### config.mk
export PLATFORM = sky130hd
export DESIGN_NAME = rv_div_unit
export DESIGN_NICKNAME = d
export VERILOG_FILES = /design/src/rtl/rv_div_pkg.sv /design/src/rtl/rv_div_step.sv /design/src/rtl/rv_div_unit.sv
export SDC_FILE = /design/constraint.sdc
export NUM_CORES = 1
export LEC_CHECK = 0
export CORE_UTILIZATION = 60
export CTS_CLUSTER_DIAMETER = 50
export CTS_CLUSTER_SIZE = 30
export DETAILED_ROUTE_END_ITERATION = 8
export PLACE_DENSITY_LB_ADDON = 0.3
export SYNTH_ARGS = -nofsm -noshare
export SYNTH_HDL_FRONTEND = slang
export SYNTH_SLANG_ARGS = --single-unit
### constraint.sdc
create_clock -name clk -period 5.6 [get_ports clk]
set_input_delay 0.56 -clock clk [delete_from_list [all_inputs] [get_ports clk]]
set_output_delay 0.56 -clock clk [all_outputs]
set_load 0.1 [all_outputs]
### src/rtl/rv_div_pkg.sv
// rtl/rv_div_pkg.sv - shared types and helpers for the RV32M/RV64M iterative divider
package rv_div_pkg;

   typedef enum logic [1:0] {
      OP_DIV  = 2'b00,
      OP_DIVU = 2'b01,
      OP_REM  = 2'b10,
      OP_REMU = 2'b11
   } div_op_e;

   typedef enum logic [1:0] {
      IDLE,
      CALC,
      DONE
   } div_state_e;

   localparam int MAX_XLEN = 64;

   // Callers sign-extend narrower operands to MAX_XLEN first and keep the low XLEN bits.
   function automatic logic [MAX_XLEN-1:0] abs_val(input logic [MAX_XLEN-1:0] value,
                                                   input logic is_signed);
      return (is_signed && value[MAX_XLEN-1]) ? -value : value;
   endfunction

endpackage

### src/rtl/rv_div_step.sv
// rtl/rv_div_step.sv - one combinational restoring-division iteration
module rv_div_step #(
   parameter int XLEN = 32
) (
   input  logic [XLEN:0]   rem,
   input  logic            dividend_bit,
   input  logic [XLEN-1:0] divisor,
   output logic [XLEN:0]   rem_next,
   output logic            q_bit
);

   logic [XLEN+1:0] shifted;
   logic [XLEN+1:0] diff;

   // The extra top bit of diff acts as the borrow: set means the trial subtraction failed.
   always_comb begin
      shifted  = {rem, dividend_bit};
      diff     = shifted - {2'b00, divisor};
      q_bit    = ~diff[XLEN+1];
      rem_next = q_bit ? diff[XLEN:0] : shifted[XLEN:0];
   end

endmodule

### src/rtl/rv_div_unit.sv
// rtl/rv_div_unit.sv - radix-2 restoring divider for DIV/DIVU/REM/REMU
// Optional flush input enabled by defining RV_DIV_FLUSH_EN.
module rv_div_unit
   import rv_div_pkg::*;
#(
   parameter int XLEN = 32
) (
   input  logic            clk,
   input  logic            rst_n,
`ifdef RV_DIV_FLUSH_EN
   input  logic            flush,
`endif
   input  logic            in_valid,
   output logic            in_ready,
   input  logic [1:0]      op,
   input  logic [XLEN-1:0] rs1,
   input  logic [XLEN-1:0] rs2,
   output logic            out_valid,
   input  logic            out_ready,
   output logic [XLEN-1:0] result,
   output logic            busy
);

   localparam int CW = $clog2(XLEN) + 1;
   localparam logic [XLEN-1:0] MIN_INT = {1'b1, {(XLEN-1){1'b0}}};

   div_state_e      state;
   logic [CW-1:0]   cnt;
   logic [XLEN:0]   rem;
   logic [XLEN-1:0] quo;
   logic [XLEN-1:0] dvsr;
   logic            q_neg;
   logic            r_neg;
   logic            sel_rem;
   logic            flush_req;

`ifdef RV_DIV_FLUSH_EN
   assign flush_req = flush;
`else
   assign flush_req = 1'b0;
`endif

   logic            is_signed;
   logic            sel_rem_in;
   logic            div_zero;
   logic            ovf;
   logic [XLEN-1:0] mag1;
   logic [XLEN-1:0] mag2;

   always_comb begin
      is_signed  = (op == OP_DIV) || (op == OP_REM);
      sel_rem_in = (op == OP_REM) || (op == OP_REMU);
      div_zero   = (rs2 == '0);
      ovf        = is_signed && (rs1 == MIN_INT) && (&rs2);
      mag1       = XLEN'(abs_val(MAX_XLEN'($signed(rs1)), is_signed));
      mag2       = XLEN'(abs_val(MAX_XLEN'($signed(rs2)), is_signed));
   end

   logic [XLEN:0]   rem_next;
   logic            q_bit;
   logic [XLEN-1:0] q_next;
   logic [XLEN-1:0] fixed_q;
   logic [XLEN-1:0] fixed_r;

   rv_div_step #(.XLEN(XLEN)) u_step (
      .rem          (rem),
      .dividend_bit (quo[XLEN-1]),
      .divisor      (dvsr),
      .rem_next     (rem_next),
      .q_bit        (q_bit)
   );

   // quo doubles as the dividend shift register: dividend bits leave at the top,
   // quotient bits enter at the bottom.
   always_comb begin
      q_next  = {quo[XLEN-2:0], q_bit};
      fixed_q = q_neg ? -q_next : q_next;
      fixed_r = r_neg ? -rem_next[XLEN-1:0] : rem_next[XLEN-1:0];
   end

   assign in_ready = (state == IDLE);
   assign busy     = (state != IDLE);

   always_ff @(posedge clk) begin
      if (!rst_n) begin
         state     <= IDLE;
         out_valid <= 1'b0;
         result    <= '0;
         cnt       <= '0;
         rem       <= '0;
         quo       <= '0;
         dvsr      <= '0;
         q_neg     <= 1'b0;
         r_neg     <= 1'b0;
         sel_rem   <= 1'b0;
      end else if (flush_req) begin
         state     <= IDLE;
         out_valid <= 1'b0;
      end else begin
         case (state)
            IDLE: begin
               if (in_valid) begin
                  sel_rem <= sel_rem_in;
                  q_neg   <= is_signed & (rs1[XLEN-1] ^ rs2[XLEN-1]);
                  r_neg   <= is_signed & rs1[XLEN-1];
                  quo     <= mag1;
                  dvsr    <= mag2;
                  rem     <= '0;
                  cnt     <= '0;
                  if (div_zero) begin
                     result    <= sel_rem_in ? rs1 : '1;
                     out_valid <= 1'b1;
                     state     <= DONE;
                  end else if (ovf) begin
                     result    <= sel_rem_in ? '0 : MIN_INT;
                     out_valid <= 1'b1;
                     state     <= DONE;
                  end else begin
                     state <= CALC;
                  end
               end
            end
            CALC: begin
               rem <= rem_next;
               quo <= q_next;
               cnt <= cnt + CW'(1);
               if (cnt == CW'(XLEN - 1)) begin
                  result    <= sel_rem ? fixed_r : fixed_q;
                  out_valid <= 1'b1;
                  state     <= DONE;
               end
            end
            DONE: begin
               if (out_ready) begin
                  out_valid <= 1'b0;
                  state     <= IDLE;
               end
            end
            default: state <= IDLE;
         endcase
      end
   end

endmodule

==> results_tabular.tex, run 1 <==
\begin{tabular}{lr}
\hline
Metric & Value \\
\hline
\multicolumn{2}{l}{\textbf{Outcome}} \\
Outcome & finished clean \\
\multicolumn{2}{l}{\textbf{Timing}} \\
Post-Route Skew & 0.00879 ns \\
Minimum clock period & 4.78 ns \\
Number of slew-limit violations in the final report & 0 \\
Slew at the pin with the worst max-slew slack & 1.14 ns \\
Setup repair after global routing missed its margin & false \\
Worst relative slew slack & 24.1\% \\
Final setup slack of the worst path & 0.821 ns \\
Setup TNS after final layout & 0 ns \\
Final clock period utilization by the worst path & 85.3\% \\
Final hold vios & 0 \\
Fmax & 209 MHz \\
Final Setup Violations & 0 \\
\multicolumn{2}{l}{\textbf{Critical path}} \\
Crit path required time & 5.94 ns \\
Worst Reg-to-Reg Cells & 18 \\
Worst Setup Start Kind & register \\
Worst EP arrival & 5.12 ns \\
Kind of critical path & reg2reg \\
Endpoint kind of the worst setup timing path & register \\
Largest fanout of any net on the critical path & 29 \\
\multicolumn{2}{l}{\textbf{Detailed routing}} \\
Drt first pass iters & 6 \\
DRC violation total after the first TritonRoute iteration & 1731 \\
Total number of vias & 12.7k \\
Antenna-violating nets left & 0 \\
Average via count per standard cell & 6.76 \\
Post-route DRC violation count & 0 \\
Wire per inst & 21.2 um \\
Total Routed Length & 40100 um \\
\multicolumn{2}{l}{\textbf{Placement}} \\
HPWL after detailed placement & 29400 um \\
Setup WS pre-CTS & 0.985 ns \\
Cell count after placement & 1856 \\
Placed Instance Area & 0.0128 sq mm \\
Port Buffers & 104 \\
Weighted congestion at the end of routability-driven global placement & 1.00 \\
\multicolumn{2}{l}{\textbf{Floorplan}} \\
Starting Density & 62.0\% \\
Die Ht & 142 um \\
Area of the core & 0.0190 sq mm \\
Area enclosed by the die boundary & 0.0202 sq mm \\
Count of pins on the block boundary & 105 \\
Horizontal die dimension & 142 um \\
Number of placement rows & 50 \\
\multicolumn{2}{l}{\textbf{CTS}} \\
Post-cts gate resize count & 0 \\
TritonCTS clock tree & done \\
CTS Root Cell & clkbuf\_16 \\
CTS H-Tree Depth & 4 \\
Worst-Skew Late Latency & 0.44 ns \\
Clock-pin transition on the worst setup and hold timing paths & 0.06 ns \\
Number of clock sinks & 141 \\
Num CTS Buffers & 17 \\
Post-CTS Setup Inserts & 0 \\
Number of hold buffers added after CTS & 0 \\
Clock buffer depth & 2 \\
\multicolumn{2}{l}{\textbf{Yosys}} \\
Netlist area before placement & 0.0118 sq mm \\
Post-synth EDFFs & 0 \\
Gate count after technology mapping & 1577 \\
Distinct cells, synth & 101 \\
Ys flop type & dfxtp\_1 \\
Number of flip-flops and latches in the synthesized netlist & 141 \\
Mean cell area of the mapped netlist & 7.45 sq um \\
Portion of the post-synthesis area used by sequential elements & 24.0\% \\
Number of synthesis warnings & 0 \\
Post-synth net total & 1686 \\
Fraction of registers with async set/reset & 0\% \\
\multicolumn{2}{l}{\textbf{Layout}} \\
Post-layout nets & 1724 \\
ANT cells & 0 \\
Most frequent standard cell in the layout excluding fill and tap cells & nor2\_1 \\
Share of post-route cells with drive strength above 1 & 7.20\% \\
Cell Count, Final, Fillers Out & 1886 \\
Final Cell Area & 0.0134 sq mm \\
Layout Area Growth over Synthesis & 14.0\% \\
Most frequent cells in the layout & nor2\_1 (188), a21oi\_1 (143), dfxtp\_1 (141), o21ai\_0 (131), nand2\_1 (114) \\
\multicolumn{2}{l}{\textbf{Hold path}} \\
Number of cells on the worst hold path & 2 \\
Type of the worst min-delay path & reg2reg \\
\multicolumn{2}{l}{\textbf{Global route}} \\
Vias in the first global route & 11.7k \\
GRT Total Usage & 39.8\% \\
Number of antenna violations at the first check in global routing & 0 \\
Largest net degree at the start of global routing & 64 \\
Gr ovfl total & 0 \\
Global-route wire length before repair & 62400 um \\
\multicolumn{2}{l}{\textbf{Run}} \\
Number of max-capacitance violations reported & 0 \\
\hline
\end{tabular}
-- critical path, cell delays in order (launching register included) --
cell and delay (ns):
dfxtp_1 0.34, inv_1 0.05, ha_1 0.56, a21oi_1 0.21, o21ai_1 0.31, a21oi_2 0.15
o211ai_2 0.27, o21a_2 0.35, nor2_4 0.12, inv_2 0.07, buf_4 0.33, ha_1 0.34
nand4_1 0.22, or3_1 0.46, o31ai_1 0.26, xnor2_1 0.16, o22ai_1 0.10, a21o_1 0.16
o32ai_1 0.21
-- metrics by stage --
| step | hold WS, ns | utilization [%] |
|---|---|---|
| after floorplan | 0.432 | - |
| after global placement | 0.440 | 67.6 |
| after detailed placement | 0.450 | 67.6 |
| after CTS | 0.457 | 70.7 |
| after global routing | 0.475 | 70.7 |
| final | 0.456 | 70.7 |
-- cell type report --
type                            instances  area, sq um
Multi-Input combinational cell       1268         8240
Clock buffer                           17          425
Fill cell                            1610         5550
Timing Repair Buffer                  123         1180
Tap cell                              260          325
Inverter                               64          241
Sequential cell                       141         2820
Clock inverter                         13          168
-- layer usage --
metal / vias to the layer above / GRT usage [%] / routed length [um]
met2: 776 / 60.4 / 17200
met1: 5915 / 54.1 / 16700
met3: 164 / 8.48 / 4350
met5: - / 0 / 0
met4: 0 / 17.5 / 1800
li1: 5892 / - / -
-- cells in the mapped netlist, drive strengths merged, types with 6 or more instances --
cell | count | area, sq um
nand2 | 115 | 434
a222oi | 16 | 160
and4 | 6 | 52.6
and2 | 15 | 93.8
buf | 34 | 211
inv | 64 | 240
nor3 | 46 | 245
o41ai | 19 | 215
a221oi | 6 | 65.1
o21a | 12 | 91.3
a21o | 8 | 60.1
nor4 | 19 | 125
or4 | 12 | 93.8
dfxtp | 141 | 2820
mux2i | 25 | 250
or2 | 9 | 56.3
ha | 38 | 475
a211oi | 38 | 303
nand4 | 23 | 144
nand3 | 24 | 120
clkbuf | 70 | 263
a21oi | 149 | 768
a21boi | 6 | 45.0
o31ai | 25 | 198
a31oi | 22 | 183
xor2 | 63 | 552
nor2b | 10 | 65.1
o21ai | 143 | 723
a22oi | 23 | 173
or3 | 24 | 155
nor2 | 190 | 723
xnor2 | 68 | 596
o211ai | 19 | 148
mux2 | 9 | 101
nand2b | 12 | 75.1
-- sequential cells by signal, indices dropped and copies added, names as in the netlist --
signal     cells
out_valid      1
q_neg          1
r_neg          1
dvsr          32
quo           32
cnt            6
state          2
sel_rem        1
rem           33
result        32
-- path summary, 6_finish.rpt --
| path | from | end | slack (ns) |
|---|---|---|---|
| worst max-delay path | dvsr[6] | result[28] | 0.82 |
| worst min-delay path | dvsr[22] | dvsr[22] | 0.46 |
| worst max register to register | dvsr[6] | result[28] | 0.82 |
| worst min register to register | dvsr[22] | dvsr[22] | 0.46 |
-- logic make-up after synthesis --
logic type	synth area share, %
AND/OR/NAND/NOR	21.4
adder cells (fa/ha/maj)	4.22
multiplexers	2.99
buffers and inverters	6.08
AO/OA/AOI/OAI	31.5
flip-flops	24.0
XOR/XNOR	9.76
Power of run 1 is not shown: default switching activity piles up to over one toggle a cycle in this logic, so the estimate is an artifact.
==> inputs of run 2 (changes only) <==
Settings changed: PLACE_DENSITY set to 0.83, PLACE_DENSITY_LB_ADDON 0.3 to unset.
==> run 2 against run 1 <==
Against the previous run: routed wire length hardly changed; count of clock-buffer cells in the layout unchanged; hold slack better by 0.0027 ns; clock skew rose by 0.0022 ns; die area stayed put; largest cell class unchanged; non-clock buffer count unchanged; utilization grew 0.44 points; register-to-register slack improved by 0.06 ns; final cell count is essentially flat; sequential share of layout area shrank 0.13 points; maximum frequency is 1.2% higher.
==> results_tabular.tex, run 2 (synthesized netlist as in run 1, its figures left out) <==
\begin{tabular}{lr}
\hline
Metric & Value \\
\hline
\multicolumn{2}{l}{\textbf{Floorplan}} \\
Area enclosed by the die boundary & 0.0202 sq mm \\
Die Ht & 142 um \\
Number of placement rows & 50 \\
Starting Density & 62.0\% \\
Count of pins on the block boundary & 105 \\
Horizontal die dimension & 142 um \\
Area of the core & 0.0190 sq mm \\
\multicolumn{2}{l}{\textbf{Critical path}} \\
Reg2Reg Setup Slack & 0.88 ns \\
Worst Setup Start Kind & register \\
Endpoint kind of the worst setup timing path & register \\
Worst EP arrival & 5.00 ns \\
Worst reg2reg endpoint & result[24] \\
Launch instance of the worst register-to-register path & rem[5] \\
Crit path required time & 5.88 ns \\
Kind of critical path & reg2reg \\
Worst Reg-to-Reg Cells & 16 \\
Largest fanout of any net on the critical path & 13 \\
\multicolumn{2}{l}{\textbf{Layout}} \\
Number of flip-flops under the largest register name & 33 \\
Share of post-route cells with drive strength above 1 & 7.25\% \\
Post-layout nets & 1724 \\
Cell Count, Final, Fillers Out & 1887 \\
Most frequent cells in the layout & nor2\_1 (188), a21oi\_1 (143), dfxtp\_1 (141), o21ai\_0 (131), nand2\_1 (114) \\
Layout Area Growth over Synthesis & 14.7\% \\
ANT cells & 0 \\
Register with the most flip-flops & rem \\
Most frequent standard cell in the layout excluding fill and tap cells & nor2\_1 \\
\multicolumn{2}{l}{\textbf{CTS}} \\
Number of hold buffers added after CTS & 0 \\
CTS H-Tree Depth & 4 \\
Worst-Skew Late Latency & 0.43 ns \\
Num CTS Buffers & 17 \\
Clock-pin transition on the worst setup and hold timing paths & 0.07 ns \\
TritonCTS clock tree & done \\
Number of clock sinks & 141 \\
Post-cts gate resize count & 0 \\
Clock buffer depth & 2 \\
CTS Root Cell & clkbuf\_16 \\
Post-CTS Setup Inserts & 0 \\
\multicolumn{2}{l}{\textbf{Outcome}} \\
Outcome & finished clean \\
\multicolumn{2}{l}{\textbf{Timing}} \\
Setup repair after global routing missed its margin & false \\
Number of slew-limit violations in the final report & 0 \\
Slew at the pin with the worst max-slew slack & 1.18 ns \\
Post-Route Skew & 0.0110 ns \\
Setup TNS after final layout & 0 ns \\
Fmax & 212 MHz \\
Final hold vios & 0 \\
Final Setup Violations & 0 \\
Hold WS & 0.458 ns \\
Final clock period utilization by the worst path & 84.3\% \\
Worst relative slew slack & 21.0\% \\
Minimum clock period & 4.72 ns \\
\multicolumn{2}{l}{\textbf{Global route}} \\
Largest net degree at the start of global routing & 67 \\
Number of antenna violations at the first check in global routing & 1 \\
Vias in the first global route & 11.6k \\
GRT Total Usage & 40.3\% \\
Global-route wire length before repair & 63400 um \\
Gr ovfl total & 0 \\
\multicolumn{2}{l}{\textbf{Placement}} \\
HPWL after detailed placement & 29200 um \\
Port Buffers & 104 \\
Cell count after placement & 1856 \\
Weighted congestion at the end of routability-driven global placement & 0.969 \\
\multicolumn{2}{l}{\textbf{Detailed routing}} \\
Total number of vias & 12.8k \\
DRC violation total after the first TritonRoute iteration & 1760 \\
Total Routed Length & 40000 um \\
Wire per inst & 21.2 um \\
Antenna-violating nets left & 0 \\
Post-route DRC violation count & 0 \\
Drt first pass iters & 9 \\
Average via count per standard cell & 6.79 \\
\multicolumn{2}{l}{\textbf{Hold path}} \\
Hold Path End & dvsr[31] \\
Startpoint of the lowest-slack hold path & dvsr[31] \\
Type of the worst min-delay path & reg2reg \\
Number of cells on the worst hold path & 2 \\
\multicolumn{2}{l}{\textbf{Run}} \\
Number of max-capacitance violations reported & 0 \\
\hline
\end{tabular}
[run 2: changes by cell type in the layout (fill, tap and decap cells not counted), sizes merged]
cell,delta
clkinvlp,-2
bufinv,+3
[run 2: how the worst max path moves through the flow]
stage / startpoint / to / slack [ns]
floorplan: dvsr[12] / result[22] / 1.44
detailed placement: rem[5] / result[24] / 1.0
CTS: rem[5] / result[24] / 0.97
finish: rem[5] / result[24] / 0.88
global placement: rem[5] / result[28] / 1.20
global route: dvsr[26] / result[28] / 0.55
[run 2: layout make-up]
class	instances	area (sq um)
flip-flops and latches	141	2820
inverters	64	241
clock inverters	14	239
well taps	260	325
fillers	1603	5470
clock buffers	17	425
repair buffers	123	1200
multi-input cells	1268	8240
[run 2: per-stage QoR]
| stage | utilization (%) | area [sq um] | setup WS [ns] |
|---|---|---|---|
| finish | 71.1 | 13500 | 0.879 |
| global route | 71.1 | 13500 | 0.550 |
| CTS | 71.1 | 13500 | 0.968 |
| detailed placement | 67.6 | 12800 | 0.998 |
| global placement | 67.6 | 12800 | 1.20 |
| floorplan | - | 11800 | 1.44 |
[run 2: critical path, cell delays in order, from the launching register on]
cell and delay, ns:
dfxtp_1 0.36, ha_1 0.50, a21oi_1 0.36, o21ai_1 0.19, a21oi_2 0.27, o211ai_2 0.17, o21a_2 0.34, nor2_4 0.24
mux2i_1 0.32, ha_1 0.24, inv_1 0.14, nor3_1 0.44, a31oi_1 0.24, o41ai_2 0.38, xnor2_1 0.11, a21oi_1 0.15
a31oi_1 0.09
[run 2: per-layer routing]
metal	vias up	GRT usage, %	share of wire, %
met5	-	0	0.032
met4	2	14.1	3.4
met3	117	9.29	11
met2	777	62.2	44
met1	6041	55.0	41
li1	5884	-	-
Power of run 2 is left out for the same reason.
==> inputs of run 3 (changes only) <==
Clock period 5.6 ns to 4.8 ns, I/O delays scaled along.
==> run 3 against run 2 <==
Against the previous run: the run now ends with design-rule violations left; hold slack got worse by 0.0032 ns; sequential cell count is the same; sequential share of layout area is 0.068 points higher; clock skew up 0.0011 ns; critical endpoint is now result[28].
==> results_tabular.tex, run 3 (synthesized netlist as in run 1, its figures left out) <==
\begin{tabular}{lr}
\hline
Metric & Value \\
\hline
\multicolumn{2}{l}{\textbf{Detailed routing}} \\
Post-route DRC violation count & 1 \\
Drt first pass iters & 9 \\
Average via count per standard cell & 6.77 \\
Total Routed Length & 40300 um \\
Total number of vias & 12.8k \\
Antenna-violating nets left & 0 \\
DRC violation total after the first TritonRoute iteration & 1771 \\
Wire per inst & 21.3 um \\
\multicolumn{2}{l}{\textbf{Layout}} \\
Most frequent standard cell in the layout excluding fill and tap cells & nor2\_1 \\
Layout Area Growth over Synthesis & 14.4\% \\
Most frequent cells in the layout & nor2\_1 (188), a21oi\_1 (143), dfxtp\_1 (141), o21ai\_0 (131), nand2\_1 (114) \\
Number of flip-flops under the largest register name & 33 \\
Area of the multi-input gates & 0.00824 sq mm \\
Post-layout nets & 1728 \\
Register with the most flip-flops & rem \\
Share of post-route cells with drive strength above 1 & 7.60\% \\
ANT cells & 0 \\
Filler cell count in the final layout & 1570 \\
Area of all sequential standard cells & 0.00282 sq mm \\
\multicolumn{2}{l}{\textbf{Floorplan}} \\
Horizontal die dimension & 142 um \\
Area of the core & 0.0190 sq mm \\
Die Ht & 142 um \\
Count of pins on the block boundary & 105 \\
Number of placement rows & 50 \\
Starting Density & 62.0\% \\
Area enclosed by the die boundary & 0.0202 sq mm \\
\multicolumn{2}{l}{\textbf{Global route}} \\
Number of antenna violations at the first check in global routing & 0 \\
Vias in the first global route & 11.6k \\
GRT Total Usage & 40.2\% \\
Largest net degree at the start of global routing & 63 \\
Gr ovfl total & 0 \\
Global-route wire length before repair & 63000 um \\
\multicolumn{2}{l}{\textbf{Critical path}} \\
Worst reg2reg endpoint & result[28] \\
Crit path required time & 5.15 ns \\
Reg2Reg Setup Slack & 0.40 ns \\
Worst Setup Start Kind & register \\
Endpoint kind of the worst setup timing path & register \\
Worst EP arrival & 4.75 ns \\
Launch instance of the worst register-to-register path & rem[24] \\
Worst Reg-to-Reg Cells & 16 \\
Largest fanout of any net on the critical path & 10 \\
Kind of critical path & reg2reg \\
\multicolumn{2}{l}{\textbf{Outcome}} \\
Outcome & complete, but fails checks \\
Failing checks & design-rule violations \\
\multicolumn{2}{l}{\textbf{CTS}} \\
Number of hold buffers added after CTS & 0 \\
Num CTS Buffers & 17 \\
Post-cts gate resize count & 0 \\
CTS Root Cell & clkbuf\_16 \\
Number of clock sinks & 141 \\
TritonCTS clock tree & done \\
Post-CTS Setup Inserts & 0 \\
Clock buffer depth & 2 \\
CTS H-Tree Depth & 4 \\
Clock-pin transition on the worst setup and hold timing paths & 0.07 ns \\
Worst-Skew Late Latency & 0.44 ns \\
\multicolumn{2}{l}{\textbf{Timing}} \\
Minimum clock period & 4.40 ns \\
Worst relative slew slack & 18.2\% \\
Final clock period utilization by the worst path & 91.6\% \\
Number of slew-limit violations in the final report & 0 \\
Post-Route Skew & 0.0121 ns \\
Final Setup Violations & 0 \\
Fmax & 227 MHz \\
Slew at the pin with the worst max-slew slack & 1.23 ns \\
Final hold vios & 0 \\
Setup repair after global routing missed its margin & false \\
Setup TNS after final layout & 0 ns \\
\multicolumn{2}{l}{\textbf{Hold path}} \\
Type of the worst min-delay path & reg2reg \\
Number of cells on the worst hold path & 2 \\
Hold Path End & dvsr[22] \\
Startpoint of the lowest-slack hold path & dvsr[22] \\
\multicolumn{2}{l}{\textbf{Placement}} \\
HPWL after detailed placement & 29800 um \\
Weighted congestion at the end of routability-driven global placement & 0.968 \\
Port Buffers & 104 \\
\multicolumn{2}{l}{\textbf{Run}} \\
Number of max-capacitance violations reported & 0 \\
\hline
\end{tabular}
==> run 3: cell count changes in the layout (fill, tap and decap cells not counted), sizes merged <==
cell | before | now
bufinv | 6 | 0
buf | 19 | 23
inv | 66 | 72
clkinvlp | 0 | 1
==> run 3: area by class of cell <==
class	instances	share of cell area (%)
Timing Repair Buffer	127	9.22
Clock inverter	15	1.10
Inverter	64	1.80
Sequential cell	141	21.0
Clock buffer	17	3.16
Multi-Input combinational cell	1268	61.3
Tap cell	260	2.42
==> run 3: metal layers <==
layer,global-route usage (%),share of wire (%),up-vias
li1,-,-,5896
met1,55.5,41,5865
met2,60.7,43,897
met3,8.51,12,154
met4,16.4,4.0,0
met5,0,0,-
==> run 3: critical path: stages (launching register included) <==
cell and delay (ns):
dfxtp_1 0.35, ha_1 0.50, nand4_1 0.22, nor4_2 0.51, nand2_1 0.13, o211ai_2 0.26, nor3_2 0.12, nor2_4 0.16
mux2i_1 0.30, ha_1 0.25, inv_1 0.15, nor3_2 0.33, a31oi_4 0.18, nor3_1 0.36, o22ai_1 0.13, a21o_1 0.16
o32ai_1 0.20
==> run 3: worst max path at each step <==
stage | start | endpoint | cells after the start
6_report | rem[24] | result[28] | 16
4_1_cts | dvsr[20] | result[28] | 17
5_1_grt | dvsr[20] | result[26] | 17
3_5_place_dp | dvsr[20] | result[18] | 17
3_3_place_gp | dvsr[0] | result[23] | 14
2_1_floorplan | dvsr[12] | result[22] | 20
==> run 3: through the flow <==
stage,hold slack [ns],setup WS [ns],area (sq um),utilization (%),instances
floorplan,0.432,0.643,11800,-,1577
global placement,0.441,0.621,12900,67.9,1860
detailed placement,0.449,0.521,12900,67.9,1860
CTS,0.456,0.479,13400,70.9,1892
global route,0.475,0.0849,13400,70.9,1892
finish,0.455,0.401,13400,70.9,1892
Power of run 3 is left out for the same reason.
